===== src/rtl/load_ext_ctrl_if.sv =====
// ============================================================================
// Module      : load_ext_ctrl_if
// Description : Request, memory and response signals of the sub-word load
//               sequencer.
// Revision    : 1.0 - initial release
// ============================================================================
`default_nettype none

interface load_ext_ctrl_if;
    logic        req_valid;
    logic        req_ready;
    logic [31:0] req_addr;
    logic [2:0]  req_type;
    logic        mem_rd;
    logic [31:0] mem_addr;
    logic        mem_ack;
    logic [31:0] mem_rdata;
    logic        resp_valid;
    logic        resp_ready;
    logic [31:0] resp_data;
    logic        resp_err;
    logic        busy;

    // master is the environment: the pipeline together with data memory
    modport master (
        output req_valid, req_addr, req_type, mem_ack, mem_rdata, resp_ready,
        input  req_ready, mem_rd, mem_addr, resp_valid, resp_data, resp_err, busy
    );

    modport slave (
        input  req_valid, req_addr, req_type, mem_ack, mem_rdata, resp_ready,
        output req_ready, mem_rd, mem_addr, resp_valid, resp_data, resp_err, busy
    );
endinterface

`default_nettype wire


===== src/rtl/load_ext_ctrl.sv =====
// ============================================================================
// Module      : load_ext_ctrl
// Description : Sub-word load sequencer: word read, lane select, sign/zero
//               extension, with misalignment, illegal-type and timeout errors.
// Revision    : 1.0 - initial release
// ============================================================================
`default_nettype none

module load_ext_ctrl #(
    parameter int TIMEOUT = 255,
    parameter int CNT_W   = 8
) (
    input  wire logic       clk,
    input  wire logic       rst,
    load_ext_ctrl_if.slave  bus
);

    localparam logic [1:0] c_st_idle = 2'd0;
    localparam logic [1:0] c_st_mem  = 2'd1;
    localparam logic [1:0] c_st_resp = 2'd2;

    localparam logic [CNT_W-1:0] c_tmo_last = CNT_W'((TIMEOUT > 0) ? TIMEOUT - 1 : 0);

    logic [1:0]       r_state;
    logic [1:0]       w_state_nxt;
    logic [31:0]      r_addr;
    logic [2:0]       r_type;
    logic [CNT_W-1:0] r_cnt;
    logic [31:0]      r_data;
    logic             r_err;

    logic             w_type_bad;
    logic             w_misaligned;
    logic             w_req_bad;
    logic             w_tmo;
    logic [7:0]       w_byte;
    logic [15:0]      w_half;
    logic [31:0]      w_ext;

    logic             w_req_ready;
    logic             w_mem_rd;
    logic [31:0]      w_mem_addr;
    logic             w_resp_valid;
    logic             w_busy;

    // Request classification on the live request inputs (used only in IDLE)
    always_comb begin
        w_type_bad = 1'b0;
        case (bus.req_type)
            3'b000, 3'b001, 3'b010, 3'b100, 3'b101: w_type_bad = 1'b0;
            default:                                w_type_bad = 1'b1;
        endcase
        w_misaligned = ((bus.req_type[1:0] == 2'b01) && bus.req_addr[0]) ||
                       ((bus.req_type[1:0] == 2'b10) && (bus.req_addr[1:0] != 2'b00));
        w_req_bad    = w_type_bad || w_misaligned;
    end

    // Last permitted wait cycle: the counter holds TIMEOUT-1 here with no ack
    assign w_tmo = (TIMEOUT != 0) && (r_cnt == c_tmo_last);

    always_comb begin
        w_byte = bus.mem_rdata[7:0];
        case (r_addr[1:0])
            2'd0:    w_byte = bus.mem_rdata[7:0];
            2'd1:    w_byte = bus.mem_rdata[15:8];
            2'd2:    w_byte = bus.mem_rdata[23:16];
            default: w_byte = bus.mem_rdata[31:24];
        endcase
        w_half = r_addr[1] ? bus.mem_rdata[31:16] : bus.mem_rdata[15:0];
        w_ext  = bus.mem_rdata;
        case (r_type[1:0])
            2'b00:   w_ext = {{24{~r_type[2] & w_byte[7]}}, w_byte};
            2'b01:   w_ext = {{16{~r_type[2] & w_half[15]}}, w_half};
            default: w_ext = bus.mem_rdata;
        endcase
    end

    always_ff @(posedge clk or posedge rst) begin
        if (rst) begin
            r_state <= c_st_idle;
        end else begin
            r_state <= w_state_nxt;
        end
    end

    always_comb begin
        w_state_nxt = r_state;
        case (r_state)
            c_st_idle: begin
                if (bus.req_valid) begin
                    w_state_nxt = w_req_bad ? c_st_resp : c_st_mem;
                end
            end
            c_st_mem: begin
                if (bus.mem_ack || w_tmo) begin
                    w_state_nxt = c_st_resp;
                end
            end
            c_st_resp: begin
                if (bus.resp_ready) begin
                    w_state_nxt = c_st_idle;
                end
            end
            default: w_state_nxt = c_st_idle;
        endcase
    end

    always_comb begin
        w_req_ready  = (r_state == c_st_idle);
        w_mem_rd     = (r_state == c_st_mem);
        w_resp_valid = (r_state == c_st_resp);
        w_busy       = (r_state != c_st_idle);
        w_mem_addr   = '0;
        if (r_state == c_st_mem) begin
            w_mem_addr = {r_addr[31:2], 2'b00};
        end
    end

    // Datapath; ack takes priority over timeout in the final wait cycle
    always_ff @(posedge clk or posedge rst) begin
        if (rst) begin
            r_addr <= '0;
            r_type <= '0;
            r_cnt  <= '0;
            r_data <= '0;
            r_err  <= 1'b0;
        end else begin
            case (r_state)
                c_st_idle: begin
                    if (bus.req_valid) begin
                        r_addr <= bus.req_addr;
                        r_type <= bus.req_type;
                        r_cnt  <= '0;
                        r_data <= '0;
                        r_err  <= w_req_bad;
                    end
                end
                c_st_mem: begin
                    if (bus.mem_ack) begin
                        r_data <= w_ext;
                        r_err  <= 1'b0;
                    end else if (w_tmo) begin
                        r_data <= '0;
                        r_err  <= 1'b1;
                    end else begin
                        r_cnt  <= r_cnt + CNT_W'(1);
                    end
                end
                default: ;
            endcase
        end
    end

    assign bus.req_ready  = w_req_ready;
    assign bus.mem_rd     = w_mem_rd;
    assign bus.mem_addr   = w_mem_addr;
    assign bus.resp_valid = w_resp_valid;
    assign bus.resp_data  = r_data;
    assign bus.resp_err   = r_err;
    assign bus.busy       = w_busy;

endmodule

`default_nettype wire


===== src/flat_wrapper.sv =====
// flat-port wrapper written by rule: the top's interface ports become plain ports
module load_ext_ctrl_flat 
#(
    parameter int TIMEOUT = 255,
    parameter int CNT_W   = 8
)
  (clk, rst, bus_req_valid, bus_req_addr, bus_req_type, bus_mem_ack, bus_mem_rdata, bus_resp_ready, bus_req_ready, bus_mem_rd, bus_mem_addr, bus_resp_valid, bus_resp_data, bus_resp_err, bus_busy);
  load_ext_ctrl_if bus_i ();
  input  wire logic clk;
  input  wire logic rst;
  input wire logic [$bits(bus_i.req_valid)-1:0] bus_req_valid;
  input wire logic [$bits(bus_i.req_addr)-1:0] bus_req_addr;
  input wire logic [$bits(bus_i.req_type)-1:0] bus_req_type;
  input wire logic [$bits(bus_i.mem_ack)-1:0] bus_mem_ack;
  input wire logic [$bits(bus_i.mem_rdata)-1:0] bus_mem_rdata;
  input wire logic [$bits(bus_i.resp_ready)-1:0] bus_resp_ready;
  output wire logic [$bits(bus_i.req_ready)-1:0] bus_req_ready;
  output wire logic [$bits(bus_i.mem_rd)-1:0] bus_mem_rd;
  output wire logic [$bits(bus_i.mem_addr)-1:0] bus_mem_addr;
  output wire logic [$bits(bus_i.resp_valid)-1:0] bus_resp_valid;
  output wire logic [$bits(bus_i.resp_data)-1:0] bus_resp_data;
  output wire logic [$bits(bus_i.resp_err)-1:0] bus_resp_err;
  output wire logic [$bits(bus_i.busy)-1:0] bus_busy;
  assign bus_i.req_valid = bus_req_valid;
  assign bus_i.req_addr = bus_req_addr;
  assign bus_i.req_type = bus_req_type;
  assign bus_i.mem_ack = bus_mem_ack;
  assign bus_i.mem_rdata = bus_mem_rdata;
  assign bus_i.resp_ready = bus_resp_ready;
  assign bus_req_ready = bus_i.req_ready;
  assign bus_mem_rd = bus_i.mem_rd;
  assign bus_mem_addr = bus_i.mem_addr;
  assign bus_resp_valid = bus_i.resp_valid;
  assign bus_resp_data = bus_i.resp_data;
  assign bus_resp_err = bus_i.resp_err;
  assign bus_busy = bus_i.busy;
  load_ext_ctrl #(.TIMEOUT(TIMEOUT), .CNT_W(CNT_W)) u_core (.clk(clk), .rst(rst), .bus(bus_i));
endmodule

===== config.mk =====
export PLATFORM = sky130hd
export DESIGN_NAME = load_ext_ctrl_flat
export DESIGN_NICKNAME = d
export VERILOG_FILES = /design/src/rtl/load_ext_ctrl_if.sv /design/src/rtl/load_ext_ctrl.sv /design/src/flat_wrapper.sv
export SDC_FILE = /design/constraint.sdc
export NUM_CORES = 1
export LEC_CHECK = 0
export ABC_AREA = 0
export CAP_MARGIN = 0
export CELL_PAD_IN_SITES_DETAIL_PLACEMENT = 1
export CELL_PAD_IN_SITES_GLOBAL_PLACEMENT = 2
export CORE_MARGIN = 10
export CORE_UTILIZATION = 26
export CTS_CLUSTER_SIZE = 10
export DETAILED_ROUTE_END_ITERATION = 12
export PLACE_DENSITY_LB_ADDON = 0.05
export SLEW_MARGIN = 20
export SYNTH_ARGS = -nofsm -noshare
export SYNTH_HDL_FRONTEND = slang
export SYNTH_SLANG_ARGS = --single-unit

===== constraint.sdc =====
create_clock -name clk -period 3.2 [get_ports clk]
set_input_delay 0.64 -clock clk [delete_from_list [all_inputs] [get_ports clk]]
set_output_delay 0.64 -clock clk [all_outputs]
set_load 0.02 [all_outputs]

* After elaboration in Yosys (flattened, before gate mapping)
Cells that the tools add are included.
** Storage, ports and cells
- Bits in registers :: 78
- Output and inout port bits :: 69
- Input bits :: 72
- Logic and storage cells :: 67
** Operators by class
- Add/subtract/negate cells :: 1
- Multiplexer cells :: 22
- Reductions and logical operators :: 17
- Bitwise operators :: 3
- Eq/ne operators :: 18
** Operators by type and width (count)
- two-way mux 32 bit :: 4
- one-hot mux 32 bit (2 select lines) :: 2
- two-way mux 8 bit :: 3
- one-hot mux 8 bit (3 select lines) :: 1
- two-way mux 16 bit :: 1
- one-hot mux 8 bit (2 select lines) :: 1
- adder 8 x 1 -> 8 bit, second input constant :: 1
- == test 2 x 1 -> 1 bit, second input constant :: 4
- == test 8 bit, second input constant :: 1
- two-way mux 2 bit :: 4
- inequality test 2 bit, second input constant :: 4
- == test 2 bit, second input constant :: 3
- == test 3 bit, second input constant :: 2
- zero test 2 bit :: 3
- one-hot mux 2 bit (3 select lines) :: 1
- AND reduction 3 bit :: 2
- nonzero test 2 bit :: 3
- OR reduction 5 bit :: 1
- two-way mux 1 bit :: 4
- AND reduction 4 bit :: 1
- == test 3 x 1 -> 1 bit, second input constant :: 1
- == test 3 x 2 -> 1 bit, second input constant :: 1
- zero test 3 bit :: 1
- logical OR 1 bit :: 3
- 7 further kinds :: 9

* Logic depth before layout (Yosys ltp)
Gate-level depths: netlist of the first run.
- Word-level depth :: 7
- Gate-level depth with buffers :: 7
- Depth with buffers taken out :: 6

* Worst setup path after synthesis of the first run
Ideal clock, no wire load.
- Kind :: reg2out
- Start point :: reg u_core.r_state[1]
- End point :: out bus_mem_addr[22]
- Buffers on the path :: 2
- Required time :: 2.560 ns
- Stages on the path, launching flop included :: 5
- Arrival time :: 1.391 ns
- Path slack :: 1.169 ns
- Cell sequence :: dfrtp_1 nor2b_1 clkbuf_1 clkbuf_1 and2_1
** On the way
- Cells in the longest elaborated chain, start to end :: 2
** RTL lines
- start, declared :: line load_ext_ctrl.sv:24 : logic [1:0] r_state;
- start signal, assigned :: line load_ext_ctrl.sv:80 : r_state <= c_st_idle;
- start signal, assigned :: line load_ext_ctrl.sv:82 : r_state <= w_state_nxt;
- == test 2 x 1 -> 1 bit
- net bus_mem_rd :: line flat_wrapper.sv:18 : output wire logic [$bits(bus_i.mem_rd)-1:0] bus_mem_rd;
- two-way mux 32 bit :: line load_ext_ctrl.sv:114 : if (r_state == c_st_mem) begin
- end, declared :: line flat_wrapper.sv:19 : output wire logic [$bits(bus_i.mem_addr)-1:0] bus_mem_addr;
The timed path passes the listed nets, and every way through them passes these cells.

* Worst setup path after layout of the first run
- Start point :: reg u_core.r_state[0]
- End point :: out bus_mem_addr[5]
** On the way
- Cells in the longest elaborated chain, start to end :: 2
** RTL lines (line)
- == test 2 x 1 -> 1 bit :: load_ext_ctrl.sv:114
- two-way mux 32 bit :: load_ext_ctrl.sv:114
Every way passes these cells.

==> results.txt, run 1 <==
Outcome -> complete, no violations
Share of cells above drive strength 1 -> 7.96%
Post-synth EDFFs -> 0
Hold Startpoint -> u_core.r_addr[17]
WP buf/inv -> 2
DRT Pass-1 Iters -> 4
Port bufs -> 138
Chip width -> 142 um
DRC viols -> 0
Clock share of power -> 22.3%
Slew @ Worst Pin -> 0.649 ns
Cell leakage power -> 2.48 nW
Cts repair resizes -> 0
Post CTS Setup Buffer Count -> 0
Internal -> 2.95 mW
Clk_lat worst skew -> 0.35 ns
Clk slew on worst S/H paths -> 0.06 ns
Library cells used by synthesis -> 46
Switch share -> 37.8%
I/O pin count -> 141
Total GRT Usage -> 13.6%
Global-route wire length before repair -> 21.8 mm
Synth Instances -> 407
CTS Buffer Depth -> 2
Final hold vios -> 0
Hold EP -> u_core.r_addr[17]
Mapped Area -> 3870 um2
Setup TNS -> 0 ns
Row cnt -> 44
Crit Path Max Fanout -> 35
CP max-delay cell -> clkdlybuf4s50_1
Total gr overflow -> 0
Asr flop ratio synth -> 100%
HPWL Detailed -> 10.3 mm
Area delta synth->final -> 48.1%
Die extent in y -> 142 um
Largest net degree at the start of global routing -> 47
Initial DRC Count -> 118
Root Buffer -> clkbuf_16
Post-route ant nets -> 0
Syn avg cell area -> 9.51 um2
Min Tclk post-route -> 2.89 ns
MaxCap Viol Count -> 0
Synth warn -> 0
Final setup violation count -> 0
Seq/Total Area, Yosys -> 50.5%
Crit Path Class -> reg -> out
Register share of total power -> 34.5%
CTS tree -> yes
Top FF cell, synth -> dfrtp_1
Routed len/inst -> 19.0 um
Slew Limit Fails -> 0
Element type at the critical path end -> output pin
CP delay by family, top -> buffers and inverters
Combinational Power Share -> 43.2%
Die footprint -> 20200 um2
Internal reg-to-reg setup slack -> 1.16 ns
Critical path startpoint category -> register
Clk sinks -> 78
Detailed-route via count -> 3503
Core Area -> 14500 um2
Reg2Reg Depth -> 5
Initial antenna violation count -> 0
Initial core utilization -> 26.6%
Worst Hold Class -> reg -> reg
FF-to-FF End -> u_core.bus.resp_data[27]
Final core utilization -> 39.4%
Worst slew margin -> 56.5%
Commonest non-fill, non-tap cell in the layout -> clkdlybuf4s50_1
R2r startpoint -> u_core.r_state[0]
VDD IR max -> 318 uV
CP arrival -> 2.25 ns
Vias per Instance -> 4.83
Gpl congestion -> 0.774
Hold depth -> 2
Cell Pwr Density -> 828 nW/um2
Commonest non-fill, non-tap cells in the layout -> clkdlybuf4s50_1, nand2_1, dfrtp_1
P_sw -> 1.79 mW
Routed wire length -> 13.8 mm
Worst-path cell chain -> nor2b_2 -> buf_4 -> and2_1 -> clkdlybuf4s50_1
Crit share post-route -> 90.2%
RSZ-0062 raised after global routing -> false
Vias in the first global route -> 3746
NumNets Final -> 609
Register bit count reported by yosys -> 78
CTS H-Tree Depth -> 3
Max Clk Rate -> 346 MHz
Hold buffers post-CTS -> 0
Crit path required time -> 2.56 ns
Setup Skew -> 0.00478 ns
CTS Buf Count -> 9
Slowest stage delay, CP -> 0.62 ns
-- area by class of cell --
cell class | count | area (um2)
fillers | 1667 | 8810
flip-flops and latches | 78 | 1950
multi-input cells | 290 | 1750
repair buffers | 146 | 1450
clock buffers | 12 | 256
well taps | 184 | 230
clock inverters | 4 | 45.0
inverters | 10 | 38.8
diodes | 1 | 2.50
-- tightest hold or removal path, stage by stage, from the launching register on --
cell and delay, ns:
dfrtp_1 0.33, nand2_1 0.05, nand2_1 0.05
-- routing by layer --
metal	share of wire [%]	global-route usage [%]	vias to the layer above
met3	9.3	7.44	6
li1	-	-	1675
met4	0.70	3.12	0
met5	0	0	-
met2	45	20.1	93
met1	45	16.9	1729
-- metrics by stage --
stage / instance area [um2] / std cells / hold WS (ns) / setup slack, ns / power (mW)
after floorplan: 3870 / 408 / 0.437 / 0.565 / 2.86
after global placement: 5420 / 708 / 0.450 / 0.649 / 3.71
after detailed placement: 5420 / 708 / 0.455 / 0.671 / 3.75
after CTS: 5720 / 724 / 0.470 / 0.273 / 4.84
after global routing: 5730 / 724 / 0.493 / 0.149 / 5.10
final: 5730 / 725 / 0.463 / 0.314 / 4.74
-- how the worst max path moves through the flow --
stage | from | endpoint | slack, ns | cells past startpoint
floorplan | rst | u_core.bus.resp_data[0] | 0.56 | 1
global placement | u_core.r_state[0] | bus_mem_addr[5] | 0.65 | 4
detailed placement | u_core.r_state[0] | bus_mem_addr[5] | 0.67 | 4
CTS | u_core.r_state[0] | bus_mem_addr[5] | 0.27 | 4
global route | u_core.r_state[0] | bus_mem_addr[7] | 0.15 | 4
finish | u_core.r_state[0] | bus_mem_addr[5] | 0.31 | 4
-- registers in the layout, indices dropped and copies added (netlist names) --
name	cells
u_core.r_type	3
u_core.bus.resp_data	32
u_core.r_state	2
u_core.bus.resp_err	1
u_core.r_addr	32
u_core.r_cnt	8
-- Yosys cell counts (all sizes together), types with 2 or more instances --
library cell | count | area share [%]
nand2 | 111 | 11
dfrtp | 78 | 50
and2 | 31 | 5.0
clkbuf | 19 | 1.8
o22ai | 17 | 2.7
a21oi | 16 | 2.1
a221o | 16 | 4.1
o21ai | 15 | 1.9
buf | 11 | 1.9
inv | 10 | 0.97
mux2 | 9 | 2.6
a22o | 8 | 1.8
o2bb2ai | 8 | 1.8
a21boi | 7 | 1.4
o31ai | 5 | 0.97
or4 | 5 | 0.97
nand2b | 4 | 0.84
nor2 | 4 | 0.39
mux2i | 3 | 0.78
nand4 | 3 | 0.49
nor3 | 3 | 0.52
ha | 2 | 0.65
nand3 | 2 | 0.26
nor2b | 2 | 0.32
o211ai | 2 | 0.39
or3 | 2 | 0.32
-- cells by family (layout without fill, tap and decap cells) --
family / after synthesis / in the layout / synth area share (%)
and+or+nand+nor: 171 / 171 / 20.7
adders and majority gates: 2 / 2 / 0.647
muxes: 13 / 13 / 3.98
DFF: 78 / 78 / 50.5
buffers and inverters: 40 / 172 / 4.69
other: 1 / 3 / 0.0969
AOI/OAI and AO/OA: 102 / 102 / 19.4
-- power by group through the flow --
stage / logic (mW) / registers, mW / clock network [mW]
after CTS: 2.10 / 1.65 / 1.10
after detailed placement: 2.09 / 1.66 / 0
after global routing: 2.27 / 1.70 / 1.13
final: 2.05 / 1.64 / 1.06
after floorplan: 1.12 / 1.74 / 0
after global placement: 2.06 / 1.64 / 0
Power figures use the tool's default switching activity.
==> run 2: changes to the inputs <==
==> constraint.sdc (replaced) <==
create_clock -name clk -period 3.3 [get_ports clk]
set_input_delay 0.66 -clock clk [delete_from_list [all_inputs] [get_ports clk]]
set_output_delay 0.66 -clock clk [all_outputs]
set_load 0.02 [all_outputs]
==> results.txt, run 2 (synthesis results as in run 1) <==
Outcome -> complete, no violations
Vias per Instance -> 4.80 (-0.70%)
Final hold vios -> 0 (unchanged)
Hold buffers post-CTS -> 0 (unchanged)
Core Area -> 14500 um2 (unchanged)
Slew @ Worst Pin -> 1.06 ns (+0.407 ns)
Total GRT Usage -> 13.9% (+0.29 points)
CTS Buffer Depth -> 2 (unchanged)
Max Clk Rate -> 342 MHz
Cell Pwr Density -> 795 nW/um2 (-4.0%)
Cts repair resizes -> 0 (unchanged)
CTS Buf Count -> 9 (unchanged)
Chip width -> 142 um (unchanged)
Critical path startpoint category -> register
Post CTS Setup Buffer Count -> 0 (unchanged)
Die extent in y -> 142 um (unchanged)
Commonest non-fill, non-tap cell in the layout -> clkdlybuf4s50_1
Final Cell Area -> 5700 um2 (-0.46%)
Setup Skew -> 0.0135 ns (+0.00876 ns)
Post-route ant nets -> 0 (unchanged)
Setup TNS -> 0 ns (unchanged)
Worst slew margin -> 29.3% (-27 points)
HPWL Detailed -> 10.3 mm (about the same)
DRC viols -> 0 (unchanged)
MaxCap Viol Count -> 0 (unchanged)
Vias in the first global route -> 3963 (+5.8%)
Gpl congestion -> 0.770 (-0.63%)
Commonest non-fill, non-tap cells in the layout -> clkdlybuf4s50_1, nand2_1, dfrtp_1
Crit Path Max Fanout -> 35 (unchanged)
Routed wire length -> 13.7 mm (-0.42%)
Slew Limit Fails -> 0 (unchanged)
Clk_lat worst skew -> 0.35 ns (about the same)
Total gr overflow -> 0 (unchanged)
VDD IR max -> 270 uV (-15%)
Clk slew on worst S/H paths -> 0.06 ns (about the same)
Largest net degree at the start of global routing -> 48 (+2.1%)
Cell leakage power -> 2.46 nW (-0.63%)
Clk sinks -> 78 (unchanged)
I/O pin count -> 141 (unchanged)
Port bufs -> 138 (unchanged)
Area delta synth->final -> 47.4%
Root Buffer -> clkbuf_16
Worst Hold Class -> reg -> reg
ANT cells -> 0 (-1)
RSZ-0062 raised after global routing -> false
Crit share post-route -> 88.6%
Row cnt -> 44 (unchanged)
Tot Pwr -> 4.53 mW (-4.4%)
Element type at the critical path end -> output pin
Routed len/inst -> 19.0 um (-0.14%)
Placed instance area -> 5410 um2 (-0.14%)
Initial antenna violation count -> 0 (unchanged)
Initial core utilization -> 26.6% (unchanged)
NumNets Final -> 608 (-0.16%)
CP arrival -> 2.26 ns (about the same)
DRT Pass-1 Iters -> 4 (unchanged)
Min Tclk post-route -> 2.92 ns
CTS tree -> yes
Global-route wire length before repair -> 22.3 mm (+2.5%)
Crit path required time -> 2.64 ns (+0.08 ns)
Crit Path Class -> reg -> out
Share of cells above drive strength 1 -> 7.61% (-0.36 points)
Detailed-route via count -> 3469 (-0.97%)
Final setup violation count -> 0 (unchanged)
Initial DRC Count -> 142 (+20%)
Die footprint -> 20200 um2 (unchanged)
CTS H-Tree Depth -> 3 (unchanged)
run 2: cell types whose count changed in the layout (fill, tap and decap cells not counted), sizes merged:
| cell | previous run | this run |
|---|---|---|
| buf | 8 | 7 |
| bufinv | 1 | 0 |
| clkbuf | 12 | 13 |
| clkinv | 4 | 3 |
| clkinvlp | 0 | 1 |
| diode | 1 | 0 |
run 2: final cells by class:
| type | instances | area (um2) |
|---|---|---|
| clock buffers | 13 | 270 |
| clock inverters | 3 | 17.5 |
| inverters | 10 | 38.8 |
| flip-flops and latches | 78 | 1950 |
| multi-input cells | 290 | 1750 |
| fillers | 1681 | 8830 |
| well taps | 184 | 230 |
| repair buffers | 145 | 1450 |
run 2: power by group:
part | internal, mW | switching [mW]
sequential | 1.32 | 0.252
clock | 0.569 | 0.400
combinational | 0.907 | 1.08
total | 2.80 | 1.73
run 2: worst max-delay path: stages, from the launching register on:
cell and delay (ns):
dfrtp_1 0.56, nor2b_2 0.20, buf_4 0.31, and2_1 0.19
clkdlybuf4s50_1 0.64
run 2: final timing paths:
path	from	to	slack (ns)	cells past startpoint
worst max-delay path	u_core.r_state[0]	bus_mem_addr[11]	0.38	4
worst min-delay path	u_core.r_addr[7]	u_core.r_addr[7]	0.47	2
worst max register to register	u_core.r_state[0]	u_core.bus.resp_data[23]	0.97	5
worst min register to register	u_core.r_addr[7]	u_core.r_addr[7]	0.47	2
max in group asynchronous	rst	u_core.bus.resp_data[29]	1.93	3
min in group asynchronous	rst	u_core.r_addr[8]	0.69	2
run 2: through the flow:
step / setup WS (ns) / hold WS (ns) / std cells / util (%)
2_1_floorplan: 0.645 / 0.437 / 408 / -
3_3_place_gp: 0.703 / 0.449 / 707 / 37.2
3_5_place_dp: 0.701 / 0.454 / 707 / 37.2
4_1_cts: 0.321 / 0.470 / 723 / 39.2
5_1_grt: 0.162 / 0.497 / 723 / 39.2
6_report: 0.376 / 0.465 / 723 / 39.2
run 2: metal layers:
layer	vias to the layer above	wire length, um	global-route usage [%]
li1	1677	-	-
met1	1685	6190	17.1
met2	97	6130	21.1
met3	10	1280	6.71
met4	0	139	3.77
met5	-	0	0
